## config.mk

```make
export PLATFORM = sky130hd
export DESIGN_NAME = sr_pq_p
export DESIGN_NICKNAME = d
export VERILOG_FILES = /design/src/rtl/pq_pkg.sv /design/src/rtl/sr_pq_p_cell.sv /design/src/rtl/sr_pq_p.sv
export SDC_FILE = /design/constraint.sdc
export NUM_CORES = 1
export LEC_CHECK = 0
export ABC_CLOCK_PERIOD_IN_PS = 3140
export CAP_MARGIN = 0
export CORE_AREA = 2 2 149 108
export CTS_BUF_LIST = sky130_fd_sc_hd__clkbuf_8
export CTS_CLUSTER_DIAMETER = 200
export DETAILED_ROUTE_END_ITERATION = 12
export DIE_AREA = 0 0 151 110
export PLACE_DENSITY = 0.82
export SYNTH_ARGS = -nofsm -noshare
export SYNTH_HDL_FRONTEND = slang
export SYNTH_HIERARCHICAL = 1
export SYNTH_SLANG_ARGS = --single-unit
```

## constraint.sdc

```tcl
create_clock -name clk -period 3.14 [get_ports clk]
set_clock_uncertainty 0.05 [all_clocks]
set_input_delay 0.785 -clock clk [delete_from_list [all_inputs] [get_ports clk]]
set_output_delay 0.785 -clock clk [all_outputs]
set_load 0.005 [all_outputs]
```

## src/rtl/pq_pkg.sv

```systemverilog
// Shared types and helpers for the shift-register priority queue family.
package pq_pkg;

  localparam int KEY_WIDTH = 8;
  localparam int VAL_WIDTH = 8;

  typedef struct packed {
    logic [KEY_WIDTH-1:0] key;
    logic [VAL_WIDTH-1:0] val;
  } kv_t;

  // Per-cell update selection driven by the queue controller.
  typedef enum logic [1:0] {
    CELL_HOLD = 2'd0,
    CELL_LOAD = 2'd1,
    CELL_PREV = 2'd2,
    CELL_NEXT = 2'd3
  } cell_op_e;

  // Keys arrive zero-extended so one helper serves any key width up to 64.
  function automatic logic pq_better(input logic [63:0] a, input logic [63:0] b,
                                     input logic min_first);
    return min_first ? (a < b) : (a > b);
  endfunction

endpackage

```

## src/rtl/sr_pq_p_cell.sv

```systemverilog
// One storage cell: holds, loads the new entry, or takes a neighbour's entry.
module sr_pq_p_cell
  import pq_pkg::*;
#(
  parameter int W = 16
) (
  input  logic         clk,
  input  logic         rst_n,
  input  cell_op_e     op,
  input  logic [W-1:0] kvi,
  input  logic         prev_v,
  input  logic [W-1:0] prev_kv,
  input  logic         next_v,
  input  logic [W-1:0] next_kv,
  output logic         v,
  output logic [W-1:0] kv
);

  always_ff @(posedge clk) begin
    if (!rst_n) begin
      v  <= 1'b0;
      kv <= '0;
    end else begin
      case (op)
        CELL_LOAD: begin
          v  <= 1'b1;
          kv <= kvi;
        end
        CELL_PREV: begin
          v  <= prev_v;
          kv <= prev_kv;
        end
        CELL_NEXT: begin
          v  <= next_v;
          kv <= next_kv;
        end
        default: ;
      endcase
    end
  end

endmodule

```

## src/rtl/sr_pq_p.sv

```systemverilog
// Parametrised shift-register priority queue with stable ordering and defined eviction.
// Optional SR_PQ_P_DROP_KV_EN adds kv_drop carrying the discarded entry.
module sr_pq_p
  import pq_pkg::*;
#(
  parameter int DEPTH     = 8,
  parameter int MIN_FIRST = 1,
  parameter int KEY_WIDTH = pq_pkg::KEY_WIDTH,
  parameter int VAL_WIDTH = pq_pkg::VAL_WIDTH
) (
  input  logic                                 clk,
  input  logic                                 rst_n,
  input  logic                                 enq,
  input  logic                                 deq,
  input  logic [KEY_WIDTH+VAL_WIDTH-1:0]       kvi,
  output logic [KEY_WIDTH+VAL_WIDTH-1:0]       kvo,
  output logic                                 ovalid,
  output logic                                 empty,
  output logic                                 full,
  output logic [$clog2(DEPTH+1)-1:0]           count,
`ifdef SR_PQ_P_DROP_KV_EN
  output logic [KEY_WIDTH+VAL_WIDTH-1:0]       kv_drop,
`endif
  output logic                                 drop
);

  localparam int W  = KEY_WIDTH + VAL_WIDTH;
  localparam int CW = $clog2(DEPTH+1);

  // Index DEPTH is a permanently empty sentinel below the tail.
  logic [DEPTH:0] cv;
  logic [W-1:0]   ckv [DEPTH+1];
  logic [DEPTH:0] ins;
  logic [DEPTH:0] ins_prev;
  logic [DEPTH:0] ins_mid;
  cell_op_e       op [DEPTH];
  logic           do_deq;
  logic           drop_nxt;

  assign cv[DEPTH]  = 1'b0;
  assign ckv[DEPTH] = '0;

  // ins[i]: kvi belongs at or before cell i; monotonic since cells are sorted.
  always_comb begin
    ins = '0;
    for (int i = 0; i <= DEPTH; i++) begin
      ins[i] = !cv[i] || pq_better(64'(kvi[W-1 -: KEY_WIDTH]),
                                   64'(ckv[i][W-1 -: KEY_WIDTH]), MIN_FIRST != 0);
    end
  end

  assign ins_prev = {ins[DEPTH-1:0], 1'b0};
  assign ins_mid  = {ins[DEPTH:1], 1'b0};
  assign do_deq   = deq && !empty;
  assign drop_nxt = enq && !deq && full;

  always_comb begin
    for (int i = 0; i < DEPTH; i++) begin
      op[i] = CELL_HOLD;
      if (enq && do_deq) begin
        // Replace: cells ahead of the slot move up, kvi lands just before it.
        if (!ins[i+1])      op[i] = CELL_NEXT;
        else if (!ins_mid[i]) op[i] = CELL_LOAD;
      end else if (enq) begin
        if (ins_prev[i]) op[i] = CELL_PREV;
        else if (ins[i]) op[i] = CELL_LOAD;
      end else if (do_deq) begin
        op[i] = CELL_NEXT;
      end
    end
  end

  for (genvar g = 0; g < DEPTH; g++) begin : g_cell
    logic         pv;
    logic [W-1:0] pkv;
    if (g == 0) begin : g_head
      assign pv  = 1'b0;
      assign pkv = '0;
    end else begin : g_body
      assign pv  = cv[g-1];
      assign pkv = ckv[g-1];
    end
    sr_pq_p_cell #(.W(W)) u_cell (
      .clk     (clk),
      .rst_n   (rst_n),
      .op      (op[g]),
      .kvi     (kvi),
      .prev_v  (pv),
      .prev_kv (pkv),
      .next_v  (cv[g+1]),
      .next_kv (ckv[g+1]),
      .v       (cv[g]),
      .kv      (ckv[g])
    );
  end

  always_ff @(posedge clk) begin
    if (!rst_n) begin
      count <= '0;
      drop  <= 1'b0;
    end else begin
      drop <= drop_nxt;
      if (enq && !do_deq && !full)  count <= count + CW'(1);
      else if (!enq && do_deq)      count <= count - CW'(1);
    end
  end

`ifdef SR_PQ_P_DROP_KV_EN
  always_ff @(posedge clk) begin
    if (!rst_n)        kv_drop <= '0;
    else if (drop_nxt) kv_drop <= ins[DEPTH-1] ? ckv[DEPTH-1] : kvi;
    else               kv_drop <= '0;
  end
`endif

  assign kvo    = ckv[0];
  assign ovalid = cv[0];
  assign empty  = (count == '0);
  assign full   = (count == CW'(DEPTH));

  deq_on_empty_a: assert property (@(posedge clk) disable iff (!rst_n)
    !(deq && !enq && empty))
    else $warning("sr_pq_p: deq on empty queue ignored");

endmodule

```

==> run_results.csv <==
group,metric,value,unit
global_route,antenna_found_initial,0,
global_route,grt_first_pass_wirelength,35.5,mm
worst_setup_path,worstRegToRegCells,12,
timing,maxSlewViolCount,0,
power,p_leak,4.53,nW
die,start_util,59.1,%
yosys,synth_cells,901,
yosys,synthAdderAreaFrac,8.34,%
placement,preCtsSetupSlack,-0.430,ns
clock_network,numClockSinks,141,
yosys,seq_area_frac_synth,31.6,%
clock_network,hold_buffers,0,
worst_setup_path,arrival,3.47,ns
cells_and_area,insertedDiodeCount,0,
global_route,globalRouteTotalUtil,26.6,%
timing,rsz0062_at_grt,"true",
cells_and_area,drive_gt1_share,14.6,%
yosys,avgSynthCellArea,9.92,um2
yosys,synth_top_family_by_area,"multiplexers",
yosys,netlist.top_cell.by_area,"dfxtp_1",
worst_setup_path,rr_startpoint,"g_cell[3].u_cell/kv[15]",
detailed_routing,drc,0,
worst_setup_path,cp_max_fo,16,
die,pin_count,44,
power,clkPwrFrac,15.8,%
global_route,grt-ovfl-total,0,
clock_network,root_buffer,"clkbuf_8",
die,fp.dieH,110,um
clock_network,clockBufferDepth,2,
yosys,synthMuxAreaShare,30.4,%
die,coreArea,15100,um2
power,p_per_area,921,nW/um2
power,vdd_ir_drop_max,0.000425,V
power,sw_frac_of_total,41.1,%
outcome,status,"finished with violations",
detailed_routing,antenna_left,0,
timing,min_period_over_period,101,%
yosys,netlist_area,8940,um2
yosys,synth-xor-area-share,0.294,%
yosys,yosysWarningCount,6,
placement,numPortBuffers,43,
clock_network,worstSkewPairLatency,0.46,ns
clock_network,cts_made_buffers,17,
placement,gp_congestion,0.853,
yosys,yosys.area_share.simple,5.42,%
worst_setup_path,cp-start-kind,"input pin",
timing,hold_viol_final,0,
clock_network,path_clk_slew,0.09,ns
min_path,hold_end,"g_cell[6].u_cell/kv[4]",
clock_network,cts_tree,"yes",
detailed_routing,wl_per_cell,19.1,um
min_path,min_path_cells,2,
cells_and_area,nets,1098,
min_path,hold_start,"g_cell[7].u_cell/kv[4]",
power,p_int,5.88,mW
clock_network,h-tree-depth,4,
worst_setup_path,cp_data_required_time,3.43,ns
detailed_routing,vias,7614,
die,row_count,38,
timing,timing.fmax,314,MHz
yosys,ys_ff_latch,141,
timing,fin_setup_tns,-0.140,ns
worst_setup_path,cp-end-kind,"register",
global_route,grt_max_degree,34,
timing,min_period,3.18,ns
power,switchingPower,4.10,mW
detailed_routing,dr.first_iter.drc_count,587,
die,die_width,151,um
detailed_routing,routed_wl,23.5,mm
worst_setup_path,worst-r2r-setup-slack,0.46,ns
die,dieArea,16600,um2
yosys,synth_compound_gate_area_share,16.0,%
yosys,synthFlopType,"dfxtp_1",
power,p_comb_share,53.7,%
min_path,holdCritPathClass,"reg -> reg",
yosys,synth_area_leaders,"dfxtp_1 (32%), mux2i_1 (29%), o22ai_1 (9.1%)",
outcome,violations,"negative setup slack",
yosys,yosysUniqueCellTypes,59,
detailed_routing,dr.pass1.iters,7,
timing,fin_ws,-0.0440,ns
detailed_routing,vias_per_cell,6.18,
run,drv_cap,0,
power,p_seq_share,30.5,%
global_route,grt_pass1_vias,7092,
placement,dp_hpwl,15.4,mm
cells_and_area,area_growth,21.2,%
yosys,synth.top_cell.area_share,31.6,%
timing,setup_viol,8,
yosys,synthArstFlopShare,0,%
worst_setup_path,r2r_end,"g_cell[2].u_cell/kv[10]",
yosys,synth_edf_count,0,
worst_setup_path,crit_type,"in -> reg",
kinds of logic (layout without fill, tap and decap cells):
group	count (synthesis)	count (layout)
adders and majority gates	59	59
muxes	267	267
buffers and inverters	120	218
and+or+nand+nor	94	94
DFF	141	141
other	1	34
AOI/OAI and AO/OA	216	216
xor gates and xnor gates	3	3
routing by layer:
layer	part of all wire, %	GRT usage [%]
met1	47	36.1
met2	46	43.9
met3	6.1	4.90
met4	0.56	7.68
met5	0	0
cell type report:
cell class,instances,area [um2]
inverters,61,229
fillers,1088,4280
clock buffers,17,234
well taps,200,250
clock inverters,15,175
flip-flops and latches,141,2820
repair buffers,125,1460
multi-input cells,673,5670
metrics by stage:
stage | hold slack [ns] | std cells | utilization, % | power, mW | instance area (um2)
after floorplan | 0.458 | 934 | - | 6.48 | 9060
after global placement | 0.463 | 1186 | 66.7 | 7.59 | 10100
after detailed placement | 0.478 | 1186 | 66.7 | 7.77 | 10100
after CTS | 0.510 | 1218 | 69.4 | 9.36 | 10500
after global routing | 0.545 | 1232 | 71.7 | 10.5 | 10800
final | 0.505 | 1232 | 71.7 | 9.98 | 10800
critical path, cell delays in order:
cell and delay [ns]:
clkdlybuf4s50_1 0.46, buf_4 0.19, buf_4 0.16, ha_1 0.33
nand4_1 0.15, nor2_1 0.09, a211o_1 0.40, a21oi_4 0.20
buf_4 0.17, clkbuf_16 0.20, mux2i_1 0.22, o22ai_1 0.11
repair_timing:
| action | CTS | global route |
|---|---|---|
| buffers inserted | 0 | 7 |
| gates resized for setup | 0 | 24 |
| setup endpoints to repair | 0 | 98 |
state kept, by name (all words and copies together) (netlist names):
| register | count |
|---|---|
| g_cell.u_cell/kv | 128 |
| g_cell.u_cell/v | 8 |
| count | 4 |
| drop | 1 |
power by group through the flow:
| stage | Sequential [mW] | Clock (mW) | Combinational, mW |
|---|---|---|---|
| after floorplan | 2.85 | 0 | 3.62 |
| after global placement | 3.04 | 0 | 4.55 |
| after detailed placement | 3.05 | 0 | 4.72 |
| after CTS | 3.02 | 1.58 | 4.76 |
| after global routing | 3.13 | 1.67 | 5.73 |
| final | 3.04 | 1.58 | 5.36 |
how the worst max path moves through the flow:
stage               startpoint                       to  slack, ns  cells past startpoint
floorplan              kvi[10]   g_cell[3].u_cell/kv[0]       0.25                     10
global placement       kvi[13]   g_cell[3].u_cell/kv[1]      -0.37                     11
detailed placement     kvi[13]   g_cell[1].u_cell/kv[6]      -0.43                     12
CTS                    kvi[13]  g_cell[4].u_cell/kv[12]      0.005                     11
global route           kvi[15]  g_cell[2].u_cell/kv[10]      -0.11                     12
finish                 kvi[13]  g_cell[2].u_cell/kv[10]      -0.04                     12
placed cells by master, fill, tap and decap left out, types with 4 or more instances in the layout:
cell type        Yosys  final
mux2i_1            258    256
a21o_1               5      5
a21oi_1             24     19
clkdlybuf4s50_1      0     42
mux2_4               8      9
nand2b_1            11      9
ha_1                58     58
inv_6                0      6
nand3_1             13     13
a31oi_1              5      5
clkbuf_16            0      6
conb_1               1     34
buf_4               16     50
clkbuf_8             1     17
nand2_1             32     32
nor2_1              12     11
o221a_1              8      8
o21ai_0              7      4
dfxtp_1            141    141
buf_12               0     22
o22ai_1            130    128
o21ai_1              8      9
inv_1               61     62
cell usage after synthesis (11+ instances only):
master	instances
mux2i_1	258
dfxtp_1	141
o22ai_1	130
inv_1	61
ha_1	58
nand2_1	32
a21oi_1	24
buf_6	24
buf_4	16
nand3_1	13
nor2_1	12
nand2b_1	11
(Power assumes the default switching activity.)
==> patch, RTL diff (config.mk and constraints unchanged) <==
Build with the macro `SR_PQ_P_DROP_KV_EN` defined.
--- a/src/rtl/sr_pq_p.sv
+++ b/src/rtl/sr_pq_p.sv
@@ -1,4 +1,6 @@
 // Parametrised shift-register priority queue with stable ordering and defined eviction.
 // Optional SR_PQ_P_DROP_KV_EN adds kv_drop carrying the discarded entry.
+`define SR_PQ_P_DROP_KV_EN
+
 module sr_pq_p
   import pq_pkg::*;
Behaviour (old outputs only; new: kv_drop): unchanged (equiv_simple and equiv_induct, registers matched by name and starting in step).
==> patch against the original RTL <==
The run still ends with negative setup slack left. Via count rose by 8.2%. Design area rose by 11%. Register-to-register slack got worse by 0.35 ns. Total power rose by 3.8%. Sequential share of layout area rose by 0.13 points. Synthesized area rose by 5.6%. Sequential power rose by 3%. Combinational power rose by 5.4%. Routed wire length rose by 13%. Die area did not move. Sequential cell count rose by 16. Worst setup slack got worse by 0.048 ns. Critical path type unchanged. Largest cell class unchanged.
==> patch: results (changes against the original RTL) <==
- Outcome: finished with violations (unchanged)
- Failing checks: negative setup slack (unchanged)
- Post-placement cell area: 11,000 um2 (was 10,100 um2)
- GRT Total Usage: 29.2% (was 26.6%)
- Via count: 8,242 (was 7,614)
- Worst slack at placement: -0.670 ns (was -0.430 ns)
- Nets@finish: 1,182 (was 1,098)
- Synth async-reset ratio: 0% (unchanged)
- Seq/Total Area, Yosys: 33.3% (was 31.6%)
- Worst setup margin: -0.0923 ns (was -0.0440 ns)
- Port buffer count: 59 (was 43)
- Xor and xnor area share after synthesis: 0.278% (was 0.294%)
- Cell leakage power: 5.11 nW (was 4.53 nW)
- Largest net degree at the start of global routing: 33 (was 34)
- Layout cells sized above 1: 19.4% (was 14.6%)
- HPWL after detailed placement: 16,700 um (was 15,400 um)
- Synth top cells by count: mux2i_1 (273), dfxtp_1 (157), o22ai_1 (131) (was mux2i_1 (258), dfxtp_1 (141), o22ai_1 (130))
- Multiplexer area fraction after synthesis: 30.2% (was 30.4%)
- GP Congestion: 0.846 (was 0.853)
- Cells after DPL: 1,257 (was 1,186)
- Setup tns final: -0.792 ns (was -0.140 ns)
- HP Start: g_cell[7].u_cell/kv[7] (was g_cell[7].u_cell/kv[4])
- Crit path max fanout: 8 (was 16)
- Vias in the first global route: 7,822 (was 7,092)
- CP max stage delay: 0.32 ns (was 0.46 ns)
- Reg-to-reg critical path startpoint: g_cell[5].u_cell/kv[10] (was g_cell[3].u_cell/kv[15])
- Worst-path clk slew: 0.10 ns
- Largest registers: g_cell.u_cell/kv (128), kv_drop (16), g_cell.u_cell/v (8) (was g_cell.u_cell/kv (128), g_cell.u_cell/v (8), count (4))
- Crit path DAT: 3.55 ns (was 3.47 ns)
- Pint: 6.21 mW (was 5.88 mW)
- Finished Layout Cells: 1,316 (was 1,232)
- Synth area leaders: dfxtp_1 (33%), mux2i_1 (29%), o22ai_1 (8.7%), ha_1 (7.7%), buf_6 (3.0%) (was dfxtp_1 (32%), mux2i_1 (29%), o22ai_1 (9.1%), ha_1 (8.1%), buf_6 (3.0%))
- Synth Area in Adders: 7.90% (was 8.34%)
- DRT Wirelength: 26,500 um (was 23,500 um)
- VDD IR max: 0.428 mV (was 0.425 mV)
- CP delay by family, top: compound AO/OA/AOI/OAI gates (was buffers and inverters)
- Slowest cell on the critical path: ha_1 (was clkdlybuf4s50_1)
- Hold-fix buffers, CTS: 0 (unchanged)
- Critical path origin: kvi[10] (was kvi[13])
- Complex-gate fraction of the synthesized area: 15.2% (was 16.0%)
- Average cell area after synthesis: 10.1 um2 (was 9.92 um2)
- Global-route wire length before repair: 38,700 um (was 35,500 um)
- Final setup vio count: 25 (was 8)
## patch: cells by family (layout without fill, tap and decap cells)
family	count (synthesis)	after routing
simple gates	102	102
compound gates	208	208
fa+ha+maj	59	59
flops	157	157
buf+inv	124	272
xor+xnor	3	3
mux	281	281
other cells	1	34
## patch: power by group through the flow
stage                     Sequential [mW]  Clock (mW)  Combinational (mW)
final                                3.14        1.57                5.65
after global routing                 3.21        1.67                5.98
after CTS                            3.12        1.58                5.06
after detailed placement             3.16           0                4.76
after global placement               3.14           0                4.60
after floorplan                      2.98           0                3.51
## patch: final cells by class
type                            count  area (um2)
Sequential cell                   157        3140
Tap cell                          200         250
Inverter                           62         233
Timing Repair Buffer              178        2010
Clock inverter                     12         123
Fill cell                         919        3110
Clock buffer                       20         275
Multi-Input combinational cell    687        5970
## patch: final timing paths
| check | endpoint | slack, ns | cells after the start |
|---|---|---|---|
| setup reg to reg | g_cell[5].u_cell/kv[5] | 0.11 | 11 |
| hold / removal | kv_drop[7] | 0.49 | 2 |
| hold reg to reg | kv_drop[7] | 0.49 | 2 |
| setup / recovery | g_cell[4].u_cell/kv[12] | -0.09 | 14 |
## patch: timing repair
item                                    in CTS  in global routing
resized for setup                           15                 41
gates cloned                                 3                  6
hold endpoints to repair                     0                  0
pin swaps                                    8                 19
endpoints found under the setup margin     118                107
buffers inserted                            11                  8
## patch: worst min-delay path: cells and delay by family, from the launching register on
family	cells	cell delay, ns
multiplexers	1	0.09
AND/OR/NAND/NOR	1	0.07
flip-flops	1	0.36
## patch: per-stage QoR
step	util, %	total power [mW]
after floorplan	-	6.50
after global placement	72.6	7.74
after detailed placement	72.6	7.92
after CTS	76.5	9.75
after global routing	79.4	10.9
final	79.4	10.4
## patch: per-layer routing
metal	vias to the layer above	GRT usage [%]	wire length (um)
met5	-	0	0
met4	0	7.48	344
met3	40	6.01	2050
met2	339	49.3	12400
met1	4053	38.7	11700
li1	3810	-	-
